==> config.mk <==
export PLATFORM = sky130hd
export DESIGN_NAME = sb_tx_serializer_flat
export DESIGN_NICKNAME = d
export VERILOG_FILES = /design/src/rtl/sb_tx_pkg.sv /design/src/rtl/sb_tx_serializer_if.sv /design/src/rtl/sb_tx_serializer.sv /design/src/flat_wrapper.sv
export SDC_FILE = /design/constraint.sdc
export NUM_CORES = 1
export LEC_CHECK = 0
export ABC_AREA = 1
export ABC_CLOCK_PERIOD_IN_PS = 1510
export CORE_MARGIN = 2
export CORE_UTILIZATION = 49
export DETAILED_ROUTE_END_ITERATION = 16
export PLACE_DENSITY = 0.77
export SYNTH_ARGS = -nofsm -noshare
export SYNTH_HDL_FRONTEND = slang
export SYNTH_SLANG_ARGS = --single-unit
==> constraint.sdc <==
create_clock -name i_clk -period 1.51 [get_ports i_clk]
set_input_delay 0.453 -clock i_clk [delete_from_list [all_inputs] [get_ports i_clk]]
set_output_delay 0.453 -clock i_clk [all_outputs]
set_load 0.005 [all_outputs]
==> src/rtl/sb_tx_pkg.sv <==
// Shared types and defaults for the sideband TX serializer.
// Imported by the interface, the top and the bench.
package sb_tx_pkg;

  localparam int SB_PKT_BITS = 64;
  localparam int SB_GAP_UI   = 32;

  typedef enum logic [1:0] {
    IDLE,
    SHIFT,
    GAP
  } sb_ser_state_e;

endpackage

==> src/rtl/sb_tx_serializer_if.sv <==
// Packet handshake between the TX FIFO and the serializer.
// The FIFO is the master; the serializer is the slave.
interface sb_tx_serializer_if
  import sb_tx_pkg::*;
#(
  parameter int PKT_BITS = SB_PKT_BITS
);

  logic [PKT_BITS-1:0] i_data;
  logic                i_valid;
  logic                o_ready;

  modport master (
    output i_data,
    output i_valid,
    input  o_ready
  );

  modport slave (
    input  i_data,
    input  i_valid,
    output o_ready
  );

endinterface

==> src/rtl/sb_tx_serializer.sv <==
// Sideband TX serializer: LSB-first shift-out of one packet,
// then a fixed low gap before the next packet may start.
module sb_tx_serializer
  import sb_tx_pkg::*;
#(
  parameter int PKT_BITS = SB_PKT_BITS,
  parameter int GAP_UI   = SB_GAP_UI
) (
  input  logic                i_clk,
  input  logic                i_rst_n,
  sb_tx_serializer_if.slave   pkt_if,
  output logic                TXDATASB,
  output logic                o_clk_en,
  output logic                o_ser_done,
  output logic                o_busy
);

  localparam int BW = $clog2(PKT_BITS) + 1;
  localparam int GW = $clog2(GAP_UI) + 1;

  localparam logic [BW-1:0] BIT_LAST = BW'(PKT_BITS);
  localparam logic [BW-1:0] BIT_PEN  = BW'(PKT_BITS - 1);
  localparam logic [GW-1:0] GAP_LAST = GW'(GAP_UI);

  sb_ser_state_e state_q;
  sb_ser_state_e state_d;

  logic [PKT_BITS-1:0] shreg_q;
  logic [PKT_BITS-1:0] shreg_d;
  logic [BW-1:0]       bit_cnt_q;
  logic [BW-1:0]       bit_cnt_d;
  logic [GW-1:0]       gap_cnt_q;
  logic [GW-1:0]       gap_cnt_d;

  logic tx_d;
  logic clk_en_d;
  logic done_d;
  logic accept;

  // Ready in IDLE, or on the final gap cycle for back-to-back.
  assign pkt_if.o_ready =
    (state_q == IDLE) ||
    ((state_q == GAP) && (gap_cnt_q == GAP_LAST));

  assign accept = pkt_if.i_valid && pkt_if.o_ready;

  // State register.
  always_ff @(posedge i_clk or negedge i_rst_n) begin
    if (!i_rst_n) begin
      state_q <= IDLE;
    end else begin
      state_q <= state_d;
    end
  end

  // Next-state decode.
  always_comb begin
    state_d = state_q;
    unique case (state_q)
      IDLE: begin
        if (accept) state_d = SHIFT;
      end
      SHIFT: begin
        if (bit_cnt_q == BIT_LAST) state_d = GAP;
      end
      GAP: begin
        if (gap_cnt_q == GAP_LAST) begin
          state_d = accept ? SHIFT : IDLE;
        end
      end
      default: state_d = IDLE;
    endcase
  end

  // Next values for the shifter, counters and registered outputs.
  always_comb begin
    tx_d      = TXDATASB;
    clk_en_d  = o_clk_en;
    done_d    = 1'b0;
    shreg_d   = shreg_q;
    bit_cnt_d = bit_cnt_q;
    gap_cnt_d = gap_cnt_q;
    if (accept) begin
      tx_d      = pkt_if.i_data[0];
      shreg_d   = pkt_if.i_data >> 1;
      bit_cnt_d = BW'(1);
      gap_cnt_d = '0;
      clk_en_d  = 1'b1;
    end else begin
      unique case (state_q)
        SHIFT: begin
          if (bit_cnt_q == BIT_LAST) begin
            tx_d      = 1'b0;
            clk_en_d  = 1'b0;
            bit_cnt_d = '0;
            gap_cnt_d = GW'(1);
          end else begin
            tx_d      = shreg_q[0];
            shreg_d   = shreg_q >> 1;
            bit_cnt_d = bit_cnt_q + BW'(1);
            done_d    = (bit_cnt_q == BIT_PEN);
          end
        end
        GAP: begin
          tx_d     = 1'b0;
          clk_en_d = 1'b0;
          if (gap_cnt_q == GAP_LAST) begin
            gap_cnt_d = '0;
          end else begin
            gap_cnt_d = gap_cnt_q + GW'(1);
          end
        end
        default: begin
          tx_d     = 1'b0;
          clk_en_d = 1'b0;
        end
      endcase
    end
  end

  // Datapath and output registers.
  always_ff @(posedge i_clk or negedge i_rst_n) begin
    if (!i_rst_n) begin
      TXDATASB   <= 1'b0;
      o_clk_en   <= 1'b0;
      o_ser_done <= 1'b0;
      o_busy     <= 1'b0;
      shreg_q    <= '0;
      bit_cnt_q  <= '0;
      gap_cnt_q  <= '0;
    end else begin
      TXDATASB   <= tx_d;
      o_clk_en   <= clk_en_d;
      o_ser_done <= done_d;
      o_busy     <= (state_d != IDLE);
      shreg_q    <= shreg_d;
      bit_cnt_q  <= bit_cnt_d;
      gap_cnt_q  <= gap_cnt_d;
    end
  end

endmodule

==> src/flat_wrapper.sv <==
// flat-port wrapper written by rule: the top's interface ports become plain ports
module sb_tx_serializer_flat import sb_tx_pkg::*;
#(
  parameter int PKT_BITS = SB_PKT_BITS,
  parameter int GAP_UI   = SB_GAP_UI
)
  (i_clk, i_rst_n, TXDATASB, o_clk_en, o_ser_done, o_busy, pkt_if_i_data, pkt_if_i_valid, pkt_if_o_ready);
  sb_tx_serializer_if #(.PKT_BITS(PKT_BITS)) pkt_if_i ();
  input  logic i_clk;
  input  logic i_rst_n;
  output logic TXDATASB;
  output logic o_clk_en;
  output logic o_ser_done;
  output logic o_busy;
  input wire logic [$bits(pkt_if_i.i_data)-1:0] pkt_if_i_data;
  input wire logic [$bits(pkt_if_i.i_valid)-1:0] pkt_if_i_valid;
  output wire logic [$bits(pkt_if_i.o_ready)-1:0] pkt_if_o_ready;
  assign pkt_if_i.i_data = pkt_if_i_data;
  assign pkt_if_i.i_valid = pkt_if_i_valid;
  assign pkt_if_o_ready = pkt_if_i.o_ready;
  sb_tx_serializer #(.PKT_BITS(PKT_BITS), .GAP_UI(GAP_UI)) u_core (.i_clk(i_clk), .i_rst_n(i_rst_n), .pkt_if(pkt_if_i), .TXDATASB(TXDATASB), .o_clk_en(o_clk_en), .o_ser_done(o_ser_done), .o_busy(o_busy));
endmodule
**Word level (Yosys, flattened, before mapping)**

Cells that the tools add are included.

- Bits in registers: 83
- Output and inout port bits: 5
- Input bits: 67

- Add/sub/neg operators: 2
- Reduce and logical (&&, ||, !) cells: 9
- Eq/ne operators: 7
- Multiplexer cells: 24

Operator list:

| kind | count |
|---|---|
| 2-to-1 mux 64 bit | 3 |
| 2-to-1 mux 7 bit | 3 |
| 2-to-1 mux 6 bit | 3 |
| case mux 6 bit (2 select lines) | 1 |
| 2-to-1 mux 1 bit | 10 |
| adder 7 x 1 -> 7 bit (second input constant) | 1 |
| equality test 7 x 6 -> 1 bit (second input constant) | 1 |
| equality test 7 bit (second input constant) | 1 |
| adder 6 x 1 -> 6 bit (second input constant) | 1 |
| equality test 6 bit (second input constant) | 1 |
| 2-to-1 mux 2 bit | 3 |
| case mux 2 bit (3 select lines) | 1 |
| AND reduction 2 bit | 2 |
| nonzero test 2 bit | 2 |
| inequality test 3 x 1 -> 1 bit (second input constant) | 1 |
| nonzero test 3 bit | 1 |
| equality test 2 x 1 -> 1 bit (second input constant) | 1 |
| equality test 2 bit (second input constant) | 1 |
| logical AND 1 bit | 2 |
| logical NOT 2 bit | 1 |
| inequality test 2 x 1 -> 1 bit (second input constant) | 1 |
| logical OR 1 bit | 1 |

**Longest topological paths before layout**

Gate-level depths: netlist of run 1.

- Depth in word-level cells: 8
- Mapped depth: 12

**Least setup slack after synthesis of run 1**

Ideal clock, no wire load.

- Path type: register to register
- Start point: reg u_core.state_q[0]
- End point: reg u_core.shreg_q[29]
- Period minus slack after synthesis: 1.553 ns
- Cell stages (with the launch flop): 10
- Buffers on the path: 2
- Setup slack: -0.043 ns
- Data arrival time: 1.428 ns
- Cells stage by stage: dfrtp_1 inv_1 ha_1 nand4_2 nand2_2 nand2_2 buf_6 buf_6 nand3_2 nand3_1

- Longest elaborated chain between the ends: 6
- Elaborated cells on any way between the ends: 10
- Those cells by class: eq/ne: 3; mux: 1; reduce/logical: 6

Ends and longest elaborated chain:

| element | line | text |
|---|---|---|
| start, declared | sb_tx_serializer.sv:25 | `sb_ser_state_e state_q;` |
| start signal, assigned | sb_tx_serializer.sv:52 | `state_q <= state_d;` |
| equality test 2 bit | sb_tx_serializer.sv:43 | `((state_q == GAP) && (gap_cnt_q == GAP_LAST));` |
| logical AND 1 bit | sb_tx_serializer.sv:43 |  |
| logical OR 1 bit * | sb_tx_serializer.sv:42 | `(state_q == IDLE) \|\|` |
| net pkt_if_o_ready | flat_wrapper.sv:17 | `output wire logic [$bits(pkt_if_i.o_ready)-1:0] pkt_if_o_ready;` |
| logical AND 1 bit * | sb_tx_serializer.sv:45 | `assign accept = pkt_if.i_valid && pkt_if.o_ready;` |
| inequality test 2 x 1 -> 1 bit (no source line) / nonzero test 2 bit (equally long branches) | -- |  |
| AND reduction 2 bit (no source line) | -- |  |
| end signal, assigned | sb_tx_serializer.sv:136 | `shreg_q <= shreg_d;` |
| end, declared | sb_tx_serializer.sv:28 | `logic [PKT_BITS-1:0] shreg_q;` |

The timed path passes the listed nets; every way through them passes the cells marked *.
A chain may end at the register's enable or synchronous reset.

**Final worst setup path of run 1**

- Start point: reg u_core.gap_cnt_q[5]
- End point: out pkt_if_o_ready

- Longest elaborated chain between the ends: 3

Ends and longest elaborated chain:

| element | line | text |
|---|---|---|
| start, declared | sb_tx_serializer.sv:32 | `logic [GW-1:0] gap_cnt_q;` |
| start signal, assigned | sb_tx_serializer.sv:138 | `gap_cnt_q <= gap_cnt_d;` |
| equality test 6 bit | sb_tx_serializer.sv:43 |  |
| logical AND 1 bit | sb_tx_serializer.sv:43 |  |
| logical OR 1 bit | sb_tx_serializer.sv:42 |  |
| end, declared | flat_wrapper.sv:17 |  |

Every way passes these cells.

==> results.json, run 1 <==
{
  "outcome": "finished with violations",
  "violations": "negative setup slack",
  "die_w_um": 99.5,
  "dpl.cell_count": 685,
  "seq_area_frac_synth": 0.459,
  "setup-violations-final": 84,
  "vias": 4997,
  "syn_area_um2": 4470,
  "h-tree-depth": 3,
  "finClkSkew_ps": 11.9,
  "core_um2": 8760,
  "netlist_instances": 493,
  "final.min_clock_period_ps": 1810,
  "cts_sinks": 82,
  "p_leak_nw": 3.88,
  "slowest_delay_ps": 420,
  "required_ps": 1060,
  "start_util": 0.510,
  "power_w": 0.0149,
  "timing.hold.ws_ps": 11.6,
  "avgSynthCellArea_um2": 9.06,
  "end_kind": "primary output",
  "portBuffers": 71,
  "timing.fmax_mhz": 551,
  "stdcell_count": 758,
  "io_pins": 72,
  "fillCellCount": 274,
  "final_common_cell": "nand3_2",
  "stdcell_area_um2": 8050,
  "die_area_um2": 9900,
  "place_area_um2": 5550,
  "grt-ovfl-total": 0,
  "antenna_left": 0,
  "ys_seq_elements": 82,
  "fin_nets": 721,
  "synthDistinctLibCells": 26,
  "drc": 0,
  "row_count": 34,
  "grt_max_degree": 32,
  "crit_chain": "inv_2, nor2_2, nand4_4, nand2_4, buf_6",
  "peakVddDrop_v": 0.000947,
  "power_density_nw_per_um2": 1850,
  "antenna_found_initial": 0,
  "worst-setup-path-type": "flop to primary output",
  "hp-class": "input port to async pin",
  "fin_crit_sh": 1.20,
  "gp_congestion": 0.876,
  "drt_first_iter_violations": 411,
  "final_cell_mix": "144 x nand3_2, 82 x dfrtp_1, 65 x clkdlybuf4s50_1",
  "syn-num-nets": 568,
  "worst_slack_ps": -303,
  "diodes": 0,
  "dpl.hpwl_um": 6960,
  "layout-drive-gt1-share": 0.605,
  "cts_buffer_depth": 2,
  "grtUsageTotal": 0.291,
  "place_ws_ps": -354,
  "finalHoldViolCount": 0,
  "yosysWarnings": 0,
  "firstDrtPassIters": 4,
  "final_max_slew_viol_count": 0,
  "routed_via_density": 6.59,
  "crit_path_max_fanout": 2,
  "worstPathArrival_ps": 1360,
  "root_buffer": "clkbuf_8",
  "cts_tree": "yes",
  "path_clk_slew_ps": 90,
  "max-cap-violations": 0,
  "die_y_um": 99.5,
  "slew_headroom": 0.721,
  "grt_pass1_vias": 4352,
  "wire_per_inst_um": 27.4,
  "routed_wl_um": 20800,
  "tightest_slew_ps": 419,
  "grt_pass1_wl_um": 22300,
  "cp_slowest_cell": "dfrtp_1",
  "rsz0062_at_grt": "yes",
  "critPathLaunchType": "flop",
  "clk_latency_ps": 370,
  "syn_to_final_growth_pct": 80.2,
  "cts_made_buffers": 9
}
-- power breakdown --
part           internal, W  switching, W  leakage (nW)
clock             0.000584      0.000881        0.0742
combinational      0.00455       0.00488          2.77
sequential         0.00309      0.000914          1.04
total              0.00823       0.00667          3.88
-- worst max-delay path: cells and delay by family (launching register included) --
family | cells | cell delay [ps]
buffers and inverters | 2 | 150
flip-flops | 1 | 420
AND/OR/NAND/NOR | 3 | 430
-- path summary, 6_finish.rpt --
kind                                startpoint            endpoint  slack [ps]  depth (start not counted)
setup / recovery           u_core.gap_cnt_q[5]      pkt_if_o_ready        -300                          5
hold reg to reg             u_core.shreg_q[15]  u_core.shreg_q[14]         560                          2
hold / removal                         i_rst_n  u_core.shreg_q[47]          10                          1
setup reg to reg             u_core.state_q[1]  u_core.shreg_q[38]        -290                         10
max in group asynchronous              i_rst_n  u_core.shreg_q[52]         960                          2
min in group i_clk          u_core.shreg_q[15]  u_core.shreg_q[14]         560                          2
-- state kept, by name, indices dropped and copies added, names as in the netlist --
name	count
u_core.bit_cnt_q	7
u_core.gap_cnt_q	6
u_core.o_busy	1
u_core.o_clk_en	1
u_core.state_q	2
u_core.shreg_q	63
u_core.TXDATASB	1
u_core.o_ser_done	1
-- Yosys cell counts --
cell | number | area, um2
buf_2 | 15 | 75.1
inv_1 | 21 | 78.8
xor2_1 | 4 | 35.0
nand2_1 | 93 | 349
xnor2_1 | 2 | 17.5
a21oi_1 | 1 | 5.00
inv_2 | 2 | 7.51
nand4_2 | 1 | 12.5
a21oi_2 | 1 | 8.76
o21ai_1 | 10 | 50.1
nand3_2 | 60 | 601
clkinv_1 | 1 | 3.75
buf_4 | 5 | 37.5
nand3_1 | 150 | 751
o211ai_1 | 2 | 15.0
o21ai_0 | 4 | 20.0
ha_1 | 8 | 100
nor3_1 | 3 | 15.0
clkbuf_1 | 1 | 3.75
nand2_2 | 2 | 12.5
dfrtp_1 | 82 | 2050
buf_6 | 15 | 169
nor2_1 | 6 | 22.5
nor2_2 | 2 | 12.5
a21o_1 | 1 | 7.51
nand4_1 | 1 | 6.26
-- cell families after synthesis --
logic type               Yosys count  synth area share
AND/OR/NAND/NOR                  318             0.399
flip-flops                        82             0.459
buffers and inverters             60            0.0840
AO/OA/AOI/OAI                     19            0.0238
adder cells (fa/ha/maj)            8            0.0224
XOR/XNOR                           6            0.0118
-- metal layers --
metal / track usage / wire length [um]
met5: 0 / 0
met4: 0.113 / 1570
met3: 0.0654 / 1760
met2: 0.494 / 10100
met1: 0.361 / 7350
-- metrics by stage --
step | TNS (ps) | util
after floorplan | 0 | -
after global placement | -15100 | 0.633
after detailed placement | -19780 | 0.633
after CTS | -9270 | 0.758
after global routing | -20700 | 0.919
final | -17380 | 0.919
-- what timing repair did --
item | CTS | global route
hold buffers | 0 | 0
endpoints found under the setup margin | 84 | 84
setup buffers | 32 | 16
pin swaps | 9 | 84
gates cloned | 15 | 10
resized for setup | 77 | 290
-- cell type report --
type	count	area, um2	share of cell area
Clock inverter	5	32.5	0.00404
Inverter	24	109	0.0135
Multi-Input combinational cell	351	3290	0.409
Sequential cell	82	2050	0.255
Clock buffer	10	128	0.0159
Tap cell	108	135	0.0168
Timing Repair Buffer	178	2300	0.286
No activity file was read; power rests on OpenSTA's default activity.
==> run 2: changes to the inputs <==
--- a/config.mk
+++ b/config.mk
@@ -8,9 +8,10 @@
 export ABC_AREA = 1
 export ABC_CLOCK_PERIOD_IN_PS = 1510
 export CORE_MARGIN = 2
-export CORE_UTILIZATION = 49
+export CORE_UTILIZATION = 41
 export DETAILED_ROUTE_END_ITERATION = 16
-export PLACE_DENSITY = 0.77
+export PLACE_DENSITY = 0.66
+export SLEW_MARGIN = 20
 export SYNTH_ARGS = -nofsm -noshare
 export SYNTH_HDL_FRONTEND = slang
 export SYNTH_SLANG_ARGS = --single-unit
==> run 2 against run 1 <==
The flow finishes with violations (negative hold slack, negative setup slack). Worst hold slack got worse by 19 ps. Design area fell by 8.6%. Sequential cell count did not move. Clock skew rose by 5.0 ps. Fmax rose by 0.55%. Die area rose by 19%.
==> results.json, run 2 (synthesis gave the netlist of run 1 again) <==
{
  "required_ps": 1060,
  "finClkSkew_ps": 16.9,
  "timing.hold.ws_ps": -7.60,
  "timing.rr.start": "u_core.gap_cnt_q[0]",
  "wire_per_inst_um": 19.2,
  "clk_latency_ps": 390,
  "end_kind": "primary output",
  "rsz0062_at_grt": "yes",
  "tns_ps": -13520,
  "final_util": 0.685,
  "layout-drive-gt1-share": 0.455,
  "start_util": 0.416,
  "outcome": "finished with violations",
  "worstPathArrival_ps": 1350,
  "cts_made_buffers": 9,
  "tightest_slew_ps": 415,
  "crit_path_max_fanout": 3,
  "p_leak_nw": 3.47,
  "grt_max_degree": 32,
  "antenna_left": 0,
  "worstSetupStartpoint": "u_core.state_q[1]",
  "path_clk_slew_ps": 90,
  "hp-class": "input port to async pin",
  "routed_wl_um": 15000,
  "max-cap-violations": 0,
  "final_common_cell": "nand3_1",
  "reg.largest.list": "u_core.shreg_q (63), u_core.bit_cnt_q (7), u_core.gap_cnt_q (6)",
  "routed_via_density": 5.56,
  "peakVddDrop_v": 0.000808,
  "h-tree-depth": 3,
  "final_max_slew_viol_count": 0,
  "largest_reg_flops": 63,
  "row_count": 38,
  "dpl.hpwl_um": 6900,
  "slew_headroom": 0.723,
  "vias": 4333,
  "antenna_found_initial": 0,
  "regMostFlops": "u_core.shreg_q",
  "cts_buffer_depth": 2,
  "die_y_um": 108,
  "grtUsageTotal": 0.249,
  "place_area_um2": 5530,
  "grt-ovfl-total": 0,
  "worst-setup-path-type": "flop to primary output",
  "drc": 0,
  "syn_to_final_growth_pct": 64.6,
  "diodes": 0,
  "cts_sinks": 82,
  "fin_crit_sh": 1.19,
  "io_pins": 72,
  "portBuffers": 71,
  "grt_pass1_wl_um": 22500,
  "dpl.cell_count": 711,
  "timing.fmax_mhz": 554,
  "drt_first_iter_violations": 229,
  "firstDrtPassIters": 5,
  "violations": "negative hold slack, negative setup slack",
  "fin_nets": 710,
  "final_cell_mix": "108 x nand3_1, 101 x nand3_2, 82 x dfrtp_1",
  "finalHoldViolCount": 8,
  "setup-violations-final": 81,
  "final.min_clock_period_ps": 1800,
  "die_area_um2": 11700,
  "core_um2": 10700,
  "die_w_um": 108,
  "root_buffer": "clkbuf_8",
  "grt_pass1_vias": 4371,
  "stdcell_area_um2": 7360,
  "worst_slack_ps": -293,
  "cts_tree": "yes",
  "gp_congestion": 0.820,
  "stdcell_count": 780,
  "power_density_nw_per_um2": 1780,
  "critPathLaunchType": "flop"
}
[run 2: changes by cell type in the layout (fill, tap and decap cells not counted), moves of 4 or more]
cell / change
nand3_4: -13
o21ai_1: +8
nand3_2: -43
nand3_1: +56
clkbuf_16: -4
buf_12: -5
nand2_4: -25
nand2_1: +28
o21ai_2: -8
[run 2: repair_timing]
item | CTS | global route
gates cloned | 20 | 5
endpoints found under the setup margin | 86 | 83
setup buffers | 22 | 11
pin swaps | 6 | 41
hold buffers | 0 | 0
gates resized for setup | 84 | 125
[run 2: where the power goes]
part | switching (W) | internal (W) | leakage (nW)
registers | 0.000659 | 0.00309 | 1.04
clock network | 0.000981 | 0.000797 | 0.103
logic | 0.00371 | 0.00383 | 2.32
total | 0.00535 | 0.00771 | 3.47
[run 2: path summary, 6_finish.rpt]
path	to	slack [ps]	cells past startpoint
setup / recovery	pkt_if_o_ready	-290	5
hold / removal	u_core.shreg_q[50]	-8	1
setup reg to reg	u_core.shreg_q[5]	-240	10
hold reg to reg	u_core.o_clk_en	500	2
max in group asynchronous	u_core.shreg_q[34]	1050	2
min in group i_clk	u_core.o_clk_en	500	2
[run 2: final cells by class]
class	count	area, um2
Inverter	24	101
Multi-Input combinational cell	353	2700
Clock inverter	7	83.8
Fill cell	815	3390
Timing Repair Buffer	165	2120
Tap cell	140	175
Clock buffer	9	124
Sequential cell	82	2050
[run 2: worst max-delay path, cell delays in order (launching register included)]
cell,delay (ps)
dfrtp_1,410
buf_4,150
ha_4,160
nand4_4,70
nand2_2,70
buf_2,120
[run 2: routing by layer]
metal  track usage  up-vias  share of wire  wire (um)
li1              -     1971              -          -
met1         0.305     2153           0.40       5940
met2         0.428      168           0.52       7740
met3        0.0464       41          0.053        796
met4         0.108        0          0.034        513
met5             0        -              0          0
[run 2: through the flow]
step / hold slack, ps / total power [W] / setup WS [ps]
2_1_floorplan: 157 / 0.00669 / 0.549
3_3_place_gp: 401 / 0.00782 / -284
3_5_place_dp: 407 / 0.00799 / -331
4_1_cts: 5.05 / 0.0118 / -262
5_1_grt: 7.85 / 0.0137 / -336
6_report: -7.60 / 0.0131 / -293
